==> config.mk <==
export PLATFORM = sky130hd
export DESIGN_NAME = score_display_scanner
export DESIGN_NICKNAME = d
export VERILOG_FILES = /design/src/rtl/score_display_scanner.sv
export SDC_FILE = /design/constraint.sdc
export NUM_CORES = 1
export LEC_CHECK = 0
export CAP_MARGIN = 20
export CORE_MARGIN = 2
export CORE_UTILIZATION = 50
export CTS_CLUSTER_DIAMETER = 100
export DETAILED_ROUTE_END_ITERATION = 16
export MAX_ROUTING_LAYER = met4
export PLACE_DENSITY = 0.86
export SYNTH_ARGS = -nofsm -noshare
export SYNTH_HDL_FRONTEND = slang
export SYNTH_SLANG_ARGS = --single-unit
==> constraint.sdc <==
create_clock -name clk -period 2.6 [get_ports clk]
set_input_delay 0.26 -clock clk [delete_from_list [all_inputs] [get_ports clk]]
set_output_delay 0.26 -clock clk [all_outputs]
set_load 0.01 [all_outputs]
==> src/rtl/score_display_scanner.sv <==
// Time-multiplexed 4-digit common-anode 7-segment scanner with frame-aligned digit updates.
// Optional per-digit blinking is enabled by defining SCAN_BLINK_EN.
module score_display_scanner #(
  parameter int unsigned CLK_DIV      = 50000,
  parameter int unsigned GUARD_CYCLES = 16,
  parameter int unsigned BLINK_DIV    = 250
) (
  input  logic        clk,
  input  logic        reset,
  input  logic [15:0] Digits,
  input  logic [3:0]  DigitEn,
  input  logic        Load,
`ifdef SCAN_BLINK_EN
  input  logic [3:0]  Blink,
`endif
  output logic [0:6]  Leds,
  output logic [3:0]  adrive,
  output logic        FrameDone,
  output logic        Pending
);

  localparam int unsigned MAXDIV = (CLK_DIV > GUARD_CYCLES) ? CLK_DIV : GUARD_CYCLES;
  localparam int unsigned PW     = $clog2(MAXDIV) + 1;

  if (CLK_DIV < 2 || GUARD_CYCLES < 1 || BLINK_DIV < 1) begin : g_param_check
    $error("score_display_scanner: invalid CLK_DIV/GUARD_CYCLES/BLINK_DIV");
  end

  typedef enum logic {GUARD, SHOW} state_t;

  state_t        state;
  logic [1:0]    idx;
  logic [PW-1:0] presc;
  logic [15:0]   stg_digits, shd_digits;
  logic [3:0]    stg_en, shd_en;
  logic [1:0]    idx_next;
  logic [3:0]    digit_next;
  logic [3:0]    anode_next;

`ifdef SCAN_BLINK_EN
  localparam int unsigned BW = $clog2(BLINK_DIV) + 1;
  logic [3:0]    stg_blink, shd_blink;
  logic [BW-1:0] frame_cnt;
  logic          blink_phase;
`endif

  function automatic logic [0:6] seg_decode(input logic [3:0] d);
    case (d)
      4'd0:    seg_decode = 7'b000_0001;
      4'd1:    seg_decode = 7'b100_1111;
      4'd2:    seg_decode = 7'b001_0010;
      4'd3:    seg_decode = 7'b000_0110;
      4'd4:    seg_decode = 7'b100_1100;
      4'd5:    seg_decode = 7'b010_0100;
      4'd6:    seg_decode = 7'b010_0000;
      4'd7:    seg_decode = 7'b000_1111;
      4'd8:    seg_decode = 7'b000_0000;
      4'd9:    seg_decode = 7'b000_0100;
      default: seg_decode = 7'b111_1111;
    endcase
  endfunction

  // Anode and segments for the next digit are precomputed so both land on the same edge.
  always_comb begin
    idx_next   = idx + 2'd1;
    digit_next = shd_digits[{idx_next, 2'b00} +: 4];
    anode_next = 4'b1111;
    if (shd_en[idx_next]) anode_next = ~(4'b0001 << idx_next);
`ifdef SCAN_BLINK_EN
    if (blink_phase && shd_blink[idx_next]) anode_next = 4'b1111;
`endif
  end

  always_ff @(posedge clk) begin
    if (reset) begin
      state      <= GUARD;
      idx        <= 2'd3;
      presc      <= '0;
      adrive     <= '1;
      Leds       <= '1;
      FrameDone  <= 1'b0;
      Pending    <= 1'b0;
      stg_digits <= '0;
      stg_en     <= '0;
      shd_digits <= '0;
      shd_en     <= 4'b0001;
`ifdef SCAN_BLINK_EN
      stg_blink   <= '0;
      shd_blink   <= '0;
      frame_cnt   <= '0;
      blink_phase <= 1'b0;
`endif
    end else begin
      FrameDone <= 1'b0;
      case (state)
        SHOW: begin
          if (presc == PW'(CLK_DIV - 1)) begin
            state  <= GUARD;
            presc  <= '0;
            adrive <= '1;
            Leds   <= '1;
            if (idx == 2'd3) begin
              FrameDone <= 1'b1;
              if (Pending) begin
                shd_digits <= stg_digits;
                shd_en     <= stg_en;
`ifdef SCAN_BLINK_EN
                shd_blink  <= stg_blink;
`endif
                Pending    <= 1'b0;
              end
`ifdef SCAN_BLINK_EN
              if (frame_cnt == BW'(BLINK_DIV - 1)) begin
                frame_cnt   <= '0;
                blink_phase <= ~blink_phase;
              end else begin
                frame_cnt <= frame_cnt + 1'b1;
              end
`endif
            end
          end else begin
            presc <= presc + 1'b1;
          end
        end
        GUARD: begin
          adrive <= '1;
          Leds   <= '1;
          if (presc == PW'(GUARD_CYCLES - 1)) begin
            state  <= SHOW;
            presc  <= '0;
            idx    <= idx_next;
            adrive <= anode_next;
            Leds   <= seg_decode(digit_next);
          end else begin
            presc <= presc + 1'b1;
          end
        end
        default: state <= GUARD;
      endcase
      // Placed after the boundary clear so a Load on the boundary edge keeps Pending set.
      if (Load) begin
        stg_digits <= Digits;
        stg_en     <= DigitEn;
`ifdef SCAN_BLINK_EN
        stg_blink  <= Blink;
`endif
        Pending    <= 1'b1;
      end
    end
  end

endmodule
Word level (Yosys, flattened, before mapping)
Memories as Yosys holds them, arrays and structs flattened.
Index checks and enable logic that the tools add are counted.

operators by class
  $add $sub $neg = 2
  magnitude comparators = 1
  equal/unequal tests = 4
  shifts and indexed selects = 2
  multiplexer cells = 20
  bitwise operators = 3
  reductions and logical operators = 7

operator list
  cell                                                                      count
  17-bit two-way mux                                                        2
  17-bit case mux with 2 select lines                                       1
  17-bit by 1-bit adder with 17-bit output (second input constant)          1
  17-bit by 16-bit equality test with 1-bit output (second input constant)  1
  17-bit by 4-bit equality test with 1-bit output (second input constant)   1
  16-bit by 5-bit indexed part select with 4-bit output                     1
  7-bit two-way mux                                                         2
  7-bit case mux with 2 select lines                                        1
  4-bit two-way mux                                                         3
  1-bit two-way mux                                                         8
  4-bit case mux with 2 select lines                                        1
  2-bit nonzero test                                                        3
  4-bit inverter                                                            1
  4-bit AND reduction                                                       1
  1-bit by 2-bit left shift with 4-bit output (first input constant)        1
  2-bit by 3-bit < comparator with 1-bit output (second input constant)     1
  3-bit AND reduction                                                       1
  3-bit OR reduction                                                        1
  2-bit by 1-bit adder with 2-bit output (second input constant)            1
  1-bit binary-select mux with 2-bit select                                 1
  2-bit equality test (second input constant)                               1
  2-bit by 1-bit != test with 1-bit output (second input constant)          1
  1-bit inverter                                                            2
  1-bit case mux with 2 select lines                                        1
  2-bit AND reduction                                                       1

word-level totals
  register bits = 73
  ROM bits = 112
  bits of input ports = 23
  output and inout port bits = 13
  logic and storage cells = 51
  memories kept = 1

memories
  memory           words  bits a word  rd ports  clocked after Yosys merged registers in  wr ports  RTL line  text
  (no name shown)  16     7            1         0                                        0         48        case (d)

Longest topological paths before layout
Gate-level depths: netlist of the first run.

  word-level depth = 6
  mapped depth = 11
  gate-level depth less buffers = 9

Worst setup path before layout of the first run
OpenSTA, ideal clock, no wires.

  path type = flip-flop to flip-flop
  from = register idx[0]
  to = register Leds[2] (netlist bit)
  library setup time = 0.125 ns
  data arrival time = 2.489 ns
  data required time = 2.475 ns
  setup slack = -0.014 ns
  cell stages (with the launch flop) = 10
  buffers on the path = 3
  clock period less this slack = 2.614 ns
  cells stage by stage = dfxtp_1 buf_6 inv_1 ha_1 buf_6 mux4_2 buf_6 or2_0 a211o_1 o41a_1

on the way
  word-level cells in the longest chain between the ends = 5

ends and longest elaborated chain
  what                                                   RTL line  text
  from (decl)                                            32        logic [1:0] idx;
  from (signal assigned)                                 131       idx <= idx_next;
  2-bit by 1-bit adder with 2-bit output                 65        idx_next = idx + 2'd1;
  named net idx_next[0]                                  36        logic [1:0] idx_next;
  16-bit by 5-bit indexed part select with 4-bit output  66        digit_next = shd_digits[{idx_next, 2'b00} +: 4];
  memory read 16 x 7 bit                                 --
  7-bit two-way mux                                      128       if (presc == PW'(GUARD_CYCLES - 1)) begin
  7-bit case mux with 2 select lines                     95        case (state)
  to (signal assigned)                                   133       Leds <= seg_decode(digit_next);
  to (decl)                                              16        output logic [0:6] Leds,

The timed path passes the listed nets, and every way through them passes these cells.
A chain may end at the register's enable or synchronous reset.

Worst setup path after layout of the first run
  from = register idx[1]
  to = register Leds[2] (netlist bit)

Same word-level chain as after synthesis.

==> impl_metrics.tcl, run 1 <==
set metrics [dict create \
    skew_ps 11.53 \
    post_route_cells_drive_above_1_share_pct 8.997 \
    yosysTopAreaCell "sky130_fd_sc_hd__dfxtp_1" \
    grt.overflow.total 0 \
    cts-hold-fix-buffers 0 \
    fp.dieArea_mm2 0.007327 \
    pwr-share-clk_pct 40.7 \
    wl_per_cell_um 14.17 \
    sw_share_pct 23.26 \
    max-slew-margin-rel_pct 50.82 \
    fin_crit_sh_pct 95.36 \
    worstReg2RegStart "idx[1]$_SDFFE_PP1P_" \
    pwr-share-comb_pct 5.4 \
    routed_wirelength_um 6603 \
    power.sequential.fraction_pct 54.0 \
    synthesis.yosys.warnings 0 \
    p_int_mw 1.643 \
    core_area_mm2 0.006386 \
    tritoncts "done" \
    grt.met1_usage_pct 25.53 \
    tns_ps 0 \
    ys_types 40 \
    cap_violations 0 \
    synth.avg_cell_area_um2 9.432 \
    worst-endpoint-arrival_ps 2720 \
    cts_inserted_buffers 9 \
    power.total_mw 2.141 \
    drv_slew 0 \
    start_kind "register" \
    numPlacedInstances 450 \
    drc 0 \
    grt.total_usage_pct 19.47 \
    number_of_nets_with_antenna_violations_after_routing 0 \
    via_count 2653 \
    synth_commonest_cells "sky130_fd_sc_hd__dfxtp_1 (73), sky130_fd_sc_hd__nand2_1 (47), sky130_fd_sc_hd__mux2i_1 (44)" \
    maximum_ir_drop_on_the_vdd_rail_mv 0.4376 \
    yosysTopAreaCellShare_pct 43.89 \
    die_y_um 85.60 \
    synthesis.nets 387 \
    place_ws_ps 105.8 \
    place.port_buffers 35 \
    grt-busiest-layer "met2" \
    ff2ff_path_depth 6 \
    antenna-diode-count 0 \
    number_of_global_route_vias_before_repair 2452 \
    ys_seq_elements 73 \
    finalNonFillerCells 466 \
    gr-usage-met3_pct 5.582 \
    status "finished, final reports clean" \
    synth_async_sr_flop_share_pct 0 \
    fin_nets 418 \
    hold_start "reset" \
    worstMarginPinSlew_ps 729.9 \
    clock_tree.root_cell "sky130_fd_sc_hd__clkbuf_8" \
    top_level_ports 36 \
    timing.critical_path.required_ps 2840 \
    synth_edf_count 0 \
    layout_area_overhead_pct 17.66 \
    grt.met2_usage_pct 28.69 \
    netSwitchingPower_mw 0.4980 \
    synth_area_mm2 0.003329 \
    cts_num_sinks 73 \
    power-per-cell-area_mw_per_mm2 546.5 \
    clk_lat_worst_skew_ps 350 \
    hold_end "stg_digits[8]$_SDFFE_PP0P_" \
    postSynth.topFlopCell "sky130_fd_sc_hd__dfxtp_1" \
    initial_antenna_violation_count 0 \
    critPathCaptureType "register" \
    cts.path.max_buffers 2 \
    count_of_final_hold_check_violations 0 \
    clkSlewWorstSetupHoldPaths_ps 80 \
    fmaxAchievable_mhz 403.3 \
    hold_ws_ps 296.0 \
    timing.rr.end "Leds[2]$_SDFFE_PP1P_" \
    grt_setup_unrepaired "no" \
    detail_route.first_pass.iterations 5 \
    netlist_instances 353 \
    drt_iter0_drc 158 \
    synth.most_common_cell "sky130_fd_sc_hd__dfxtp_1" \
    synth_area_leaders "sky130_fd_sc_hd__dfxtp_1 (44%), sky130_fd_sc_hd__mux2i_1 (13%), sky130_fd_sc_hd__nand2_1 (5.3%), sky130_fd_sc_hd__ha_1 (4.1%), sky130_fd_sc_hd__mux4_1 (3.2%)" \
    detailedPlacementHpwl_um 4582 \
    timing.setup.critical_path_class "reg -> reg" \
    r2r_setup_slack_ps 120 \
    std_cell_rows 29 \
    avgViaCountPerCell 5.693 \
    critPathMaxFanout 6 \
    synth_sequential_area_ratio_pct 43.89 \
    globalplace.congestion 0.8353 \
    floorplan.initialDensity_pct 52.14 \
    floorplan.die.width_um 85.60 \
    largest_net_degree_at_the_start_of_global_routing 46 \
    htree_num_levels 3 \
    setup_ws_ps 120.6 \
    worst_hold_path.num_cells 2 \
    min-delay-path-class "in -> reg" \
    crit_path_time_final_ps 2479 \
    cellLeakagePower_nw 1.487 \
    finalSetupViolCount 0 \
    wire_length_of_the_first_global_routing_pass_um 11260 \
]
how the worst max path moves through the flow:
stage | startpoint | slack, ps | endpoint
floorplan | idx[0]$_SDFFE_PP1P_ | 20 | Leds[2]$_SDFFE_PP1P_
global placement | idx[1]$_SDFFE_PP1P_ | 200 | Leds[2]$_SDFFE_PP1P_
detailed placement | idx[1]$_SDFFE_PP1P_ | 110 | Leds[2]$_SDFFE_PP1P_
CTS | idx[1]$_SDFFE_PP1P_ | 80 | Leds[2]$_SDFFE_PP1P_
global route | idx[1]$_SDFFE_PP1P_ | 10 | Leds[2]$_SDFFE_PP1P_
finish | idx[1]$_SDFFE_PP1P_ | 120 | Leds[2]$_SDFFE_PP1P_
area by class of cell:
class                   count  area (um^2)
fillers                   524         2469
multi-input cells         241         1700
flip-flops and latches     73         1461
repair buffers             43        405.4
clock buffers               9        123.9
well taps                  77        96.34
clock inverters             7        70.07
inverters                  16        60.06
layer usage:
metal  wire, um  part of all wire (%)
met5          0                     0
met1       3173                    48
met4        123                   1.9
met2       2961                    45
met3        345                   5.2
power by group through the flow:
stage          clock, mW  sequential, mW  combinational (mW)
6_report           0.871            1.16               0.115
5_1_grt            0.934            1.16               0.128
4_1_cts            0.885            1.16               0.116
3_5_place_dp           0            1.18               0.115
3_3_place_gp           0            1.18               0.112
2_1_floorplan          0            1.18              0.0680
stage by stage:
stage / util (%) / instance area (um^2)
2_1_floorplan: - / 3329
3_3_place_gp: 58.33 / 3725
3_5_place_dp: 58.33 / 3725
4_1_cts: 61.36 / 3919
5_1_grt: 61.34 / 3918
6_report: 61.34 / 3918
cell families (layout without fill, tap and decap cells):
kind of cell    after synthesis  in the layout  share of synthesized area (%)
compound gates               41             41                          8.869
xor+xnor                     10             10                          2.631
fa+ha+maj                    11             11                          4.134
buf+inv                      39             75                          5.186
flops                        73             73                          43.89
mux                          49             49                          17.06
simple gates                130            130                          18.23
cell usage in the layout, fill, tap and decap left out, drive strengths merged, types with 4 or more instances in the layout:
master         netlist  routed
xor2                 7       7
o21ai               11      11
clkinv               1       5
o32a                 5       5
mux2i               44      44
a211oi               5       5
clkdlybuf4s50        0      34
o211ai               6       6
dfxtp               73      73
a21oi                4       4
nand4               11      11
nand2               47      47
a21o                 4       4
nor4                 4       4
and3                 4       4
nor2                28      28
or3                  4       4
nor3                11      11
clkbuf              16       9
mux4                 5       5
ha                  11      11
nand3               11      11
inv                 15      16
buf                  7       9
repair_timing:
action | CTS | global route
gates resized for setup | 0 | 2
setup endpoints to repair | 0 | 2
buffers inserted | 0 | 0
registers in the layout (all words and copies together) (netlist names):
register and count:
Leds 7, idx 2, Pending 1, stg_en 4, FrameDone 1, adrive 4
shd_digits 16, stg_digits 16, state 1, shd_en 4, presc 17
critical path, cell delays in order (launching register included):
cell	delay (ps)
sky130_fd_sc_hd__dfxtp_1	370
sky130_fd_sc_hd__inv_1	80
sky130_fd_sc_hd__ha_2	420
sky130_fd_sc_hd__mux4_2	530
sky130_fd_sc_hd__or2_0	240
sky130_fd_sc_hd__a211o_1	350
sky130_fd_sc_hd__o41a_1	380
(Power assumes the default switching activity.)
==> run 2: changes to the inputs <==
--- a/config.mk
+++ b/config.mk
@@ -5,7 +5,7 @@
 export SDC_FILE = /design/constraint.sdc
 export NUM_CORES = 1
 export LEC_CHECK = 0
-export CAP_MARGIN = 20
+export CAP_MARGIN = 40
 export CORE_MARGIN = 2
 export CORE_UTILIZATION = 50
 export CTS_CLUSTER_DIAMETER = 100
==> results of run 2 <==
The final DEF is identical to that of run 1; final timing and power are the same.
==> run 3: changes to the inputs <==
--- a/config.mk
+++ b/config.mk
@@ -6,12 +6,12 @@
 export NUM_CORES = 1
 export LEC_CHECK = 0
 export CAP_MARGIN = 40
-export CORE_MARGIN = 2
+export CORE_MARGIN = 3
 export CORE_UTILIZATION = 50
 export CTS_CLUSTER_DIAMETER = 100
 export DETAILED_ROUTE_END_ITERATION = 16
 export MAX_ROUTING_LAYER = met4
-export PLACE_DENSITY = 0.86
+export PLACE_DENSITY = 0.75
 export SYNTH_ARGS = -nofsm -noshare
 export SYNTH_HDL_FRONTEND = slang
 export SYNTH_SLANG_ARGS = --single-unit
==> run 3 against run 2 <==
Sequential cell count unchanged. Clock skew down 4.0 ps. Sequential share of layout area down 0.38 points. Hold slack better by 110 ps. Clock-buffer cell count up 3. Die area up 4.7%. Largest power group unchanged.
==> impl_metrics.tcl, run 3 (synthesis results as in run 1) <==
set metrics [dict create \
    status "finished, final reports clean" \
    routed_length_on_met3_um 354 \
    depth_of_the_critical_timing_path_with_buffers_and_inverters_included 6 \
    worstMarginPinSlew_ps 546.1 \
    count_of_final_hold_check_violations 0 \
    fmaxAchievable_mhz 401.7 \
    via_count 2567 \
    clk_lat_worst_skew_ps 350 \
    std_cell_rows 29 \
    register_area_mm2 0.001461 \
    number_of_nets_with_antenna_violations_after_routing 0 \
    hold_ws_ps 405.9 \
    min-delay-path-class "in -> reg" \
    place_area_mm2 0.003760 \
    worstReg2RegStart "idx[1]$_SDFFE_PP1P_" \
    tns_ps 0 \
    cts_num_sinks 73 \
    layout.cell_area.non_filler_mm2 0.003958 \
    clock_tree.root_cell "sky130_fd_sc_hd__clkbuf_8" \
    floorplan.die.width_um 87.60 \
    timing.setup.critical_path_class "reg -> reg" \
    place.port_buffers 35 \
    worst-endpoint-arrival_ps 2720 \
    grt.overflow.total 0 \
    pwr-share-clk_pct 41.2 \
    maximum_ir_drop_on_the_vdd_rail_mv 0.3640 \
    crit_path_time_final_ps 2489 \
    avgViaCountPerCell 5.497 \
    detail_route.first_pass.iterations 4 \
    max_ffs_per_register 17 \
    number_of_global_route_vias_before_repair 2454 \
    cellLeakagePower_nw 1.516 \
    power-per-cell-area_mw_per_mm2 547.6 \
    cts_inserted_buffers 9 \
    critPathCaptureType "register" \
    pwr-share-comb_pct 5.5 \
    power.sequential.fraction_pct 53.3 \
    post_route_cells_drive_above_1_share_pct 8.718 \
    cts.path.max_buffers 2 \
    layout_area_overhead_pct 18.87 \
    initial_antenna_violation_count 0 \
    start_kind "register" \
    fin_crit_sh_pct 95.74 \
    antenna-diode-count 0 \
    core_area_mm2 0.006386 \
    path_delay_family "compound AO/OA/AOI/OAI gates" \
    cts-resized-gates 0 \
    registers.top_by_ff_count "presc" \
    finalSetupViolCount 0 \
    largest_net_degree_at_the_start_of_global_routing 56 \
    wl_per_cell_um 14.08 \
    critPathBufInv 1 \
    drt_iter0_drc 136 \
    cts-hold-fix-buffers 0 \
    sw_share_pct 21.89 \
    skew_ps 7.541 \
    ff2ff_path_depth 6 \
    max-slew-margin-rel_pct 63.59 \
    layout_common_cells "sky130_fd_sc_hd__dfxtp_1 (73), sky130_fd_sc_hd__nand2_1 (47), sky130_fd_sc_hd__mux2i_1 (44)" \
    die_y_um 87.60 \
    most_common_cell_after_layout_fill_and_taps_aside "sky130_fd_sc_hd__dfxtp_1" \
    timing.rr.end "Leds[2]$_SDFFE_PP1P_" \
    maxUsedRoutingLayer "met4" \
    floorplan.initialDensity_pct 52.14 \
    drc 0 \
    crit_path_cell_trace "inv_1 > ha_2 > mux4_2 > or2_0 > a211o_1 > o41a_1" \
    multi_input_area_mm2 0.001704 \
    critPathMaxFanout 6 \
    r2r_setup_slack_ps 110 \
    tritoncts "done" \
    htree_num_levels 3 \
    reg_top3 "presc x17, shd_digits x16, stg_digits x16" \
    largest_stage_delay_on_the_critical_path_ps 520 \
    fin_nets 420 \
    wire_length_of_the_first_global_routing_pass_um 11430 \
    netSwitchingPower_mw 0.4744 \
    cap_violations 0 \
    globalplace.congestion 0.8216 \
    detailedPlacementHpwl_um 4449 \
    worst_path_max_delay_cell "sky130_fd_sc_hd__mux4_2" \
    p_int_mw 1.693 \
    grt_setup_unrepaired "no" \
    routed_wirelength_um 6575 \
    clkSlewWorstSetupHoldPaths_ps 70 \
    top_level_ports 36 \
    startpoint "idx[1]$_SDFFE_PP1P_" \
    filler_cells 544 \
    cts.repair_timing.setup_buffer_count 0 \
    critical_path_endpoint "Leds[2]$_SDFFE_PP1P_" \
    grt.total_usage_pct 19.56 \
    timing.critical_path.required_ps 2840 \
    wirelength_met1_um 3131 \
    drv_slew 0 \
    fp.dieArea_mm2 0.007674 \
    met2_length_um 2985 \
    power.total_mw 2.167 \
]
## run 3: power groups by stage
| stage | combinational, mW | sequential [mW] | clock [mW] |
|---|---|---|---|
| global route | 0.134 | 1.16 | 0.961 |
| global placement | 0.113 | 1.18 | 0 |
| finish | 0.119 | 1.15 | 0.894 |
| CTS | 0.121 | 1.15 | 0.909 |
| detailed placement | 0.121 | 1.18 | 0 |
| floorplan | 0.0680 | 1.18 | 0 |
## run 3: final cells by class
| cell class | instances | area share, % |
|---|---|---|
| clock buffer | 12 | 3.920 |
| timing repair buffer | 45 | 11.13 |
| sequential | 73 | 36.93 |
| clock inverter | 3 | 1.012 |
| inverter | 16 | 1.518 |
| tap | 77 | 2.434 |
| multi-input combinational | 241 | 43.06 |
## run 3: worst reg2reg max path, stage by stage, from the launching register on
cell and delay [ps]:
sky130_fd_sc_hd__dfxtp_1 380, sky130_fd_sc_hd__inv_1 80, sky130_fd_sc_hd__ha_2 410, sky130_fd_sc_hd__mux4_2 520, sky130_fd_sc_hd__or2_0 240, sky130_fd_sc_hd__a211o_1 360
sky130_fd_sc_hd__o41a_1 390
## run 3: layer usage
metal	track usage [%]	vias up
met3	5.738	11
met1	24.24	1193
met5	-	-
li1	-	1302
met4	6.695	0
met2	30.48	61
## run 3: through the flow
step                setup slack (ps)  util [%]  cells
floorplan                      21.96         -    353
global placement               163.0     58.44    451
detailed placement             76.48     58.88    452
CTS                            55.98     61.93    467
global route                   11.02     61.97    467
finish                         110.7     61.97    467
## run 3: worst min path at each step
stage                        start                          to  slack [ps]  cells past startpoint
2_1_floorplan            Digits[0]  stg_digits[0]$_SDFFE_PP0P_         410                      2
3_3_place_gp   presc[0]$_SDFF_PP0_         presc[0]$_SDFF_PP0_         440                      1
3_5_place_dp   presc[0]$_SDFF_PP0_         presc[0]$_SDFF_PP0_         450                      1
4_1_cts                      reset        Leds[1]$_SDFFE_PP1P_         400                      4
5_1_grt                      reset        Leds[1]$_SDFFE_PP1P_         420                      4
6_report                     reset        Leds[1]$_SDFFE_PP1P_         410                      4
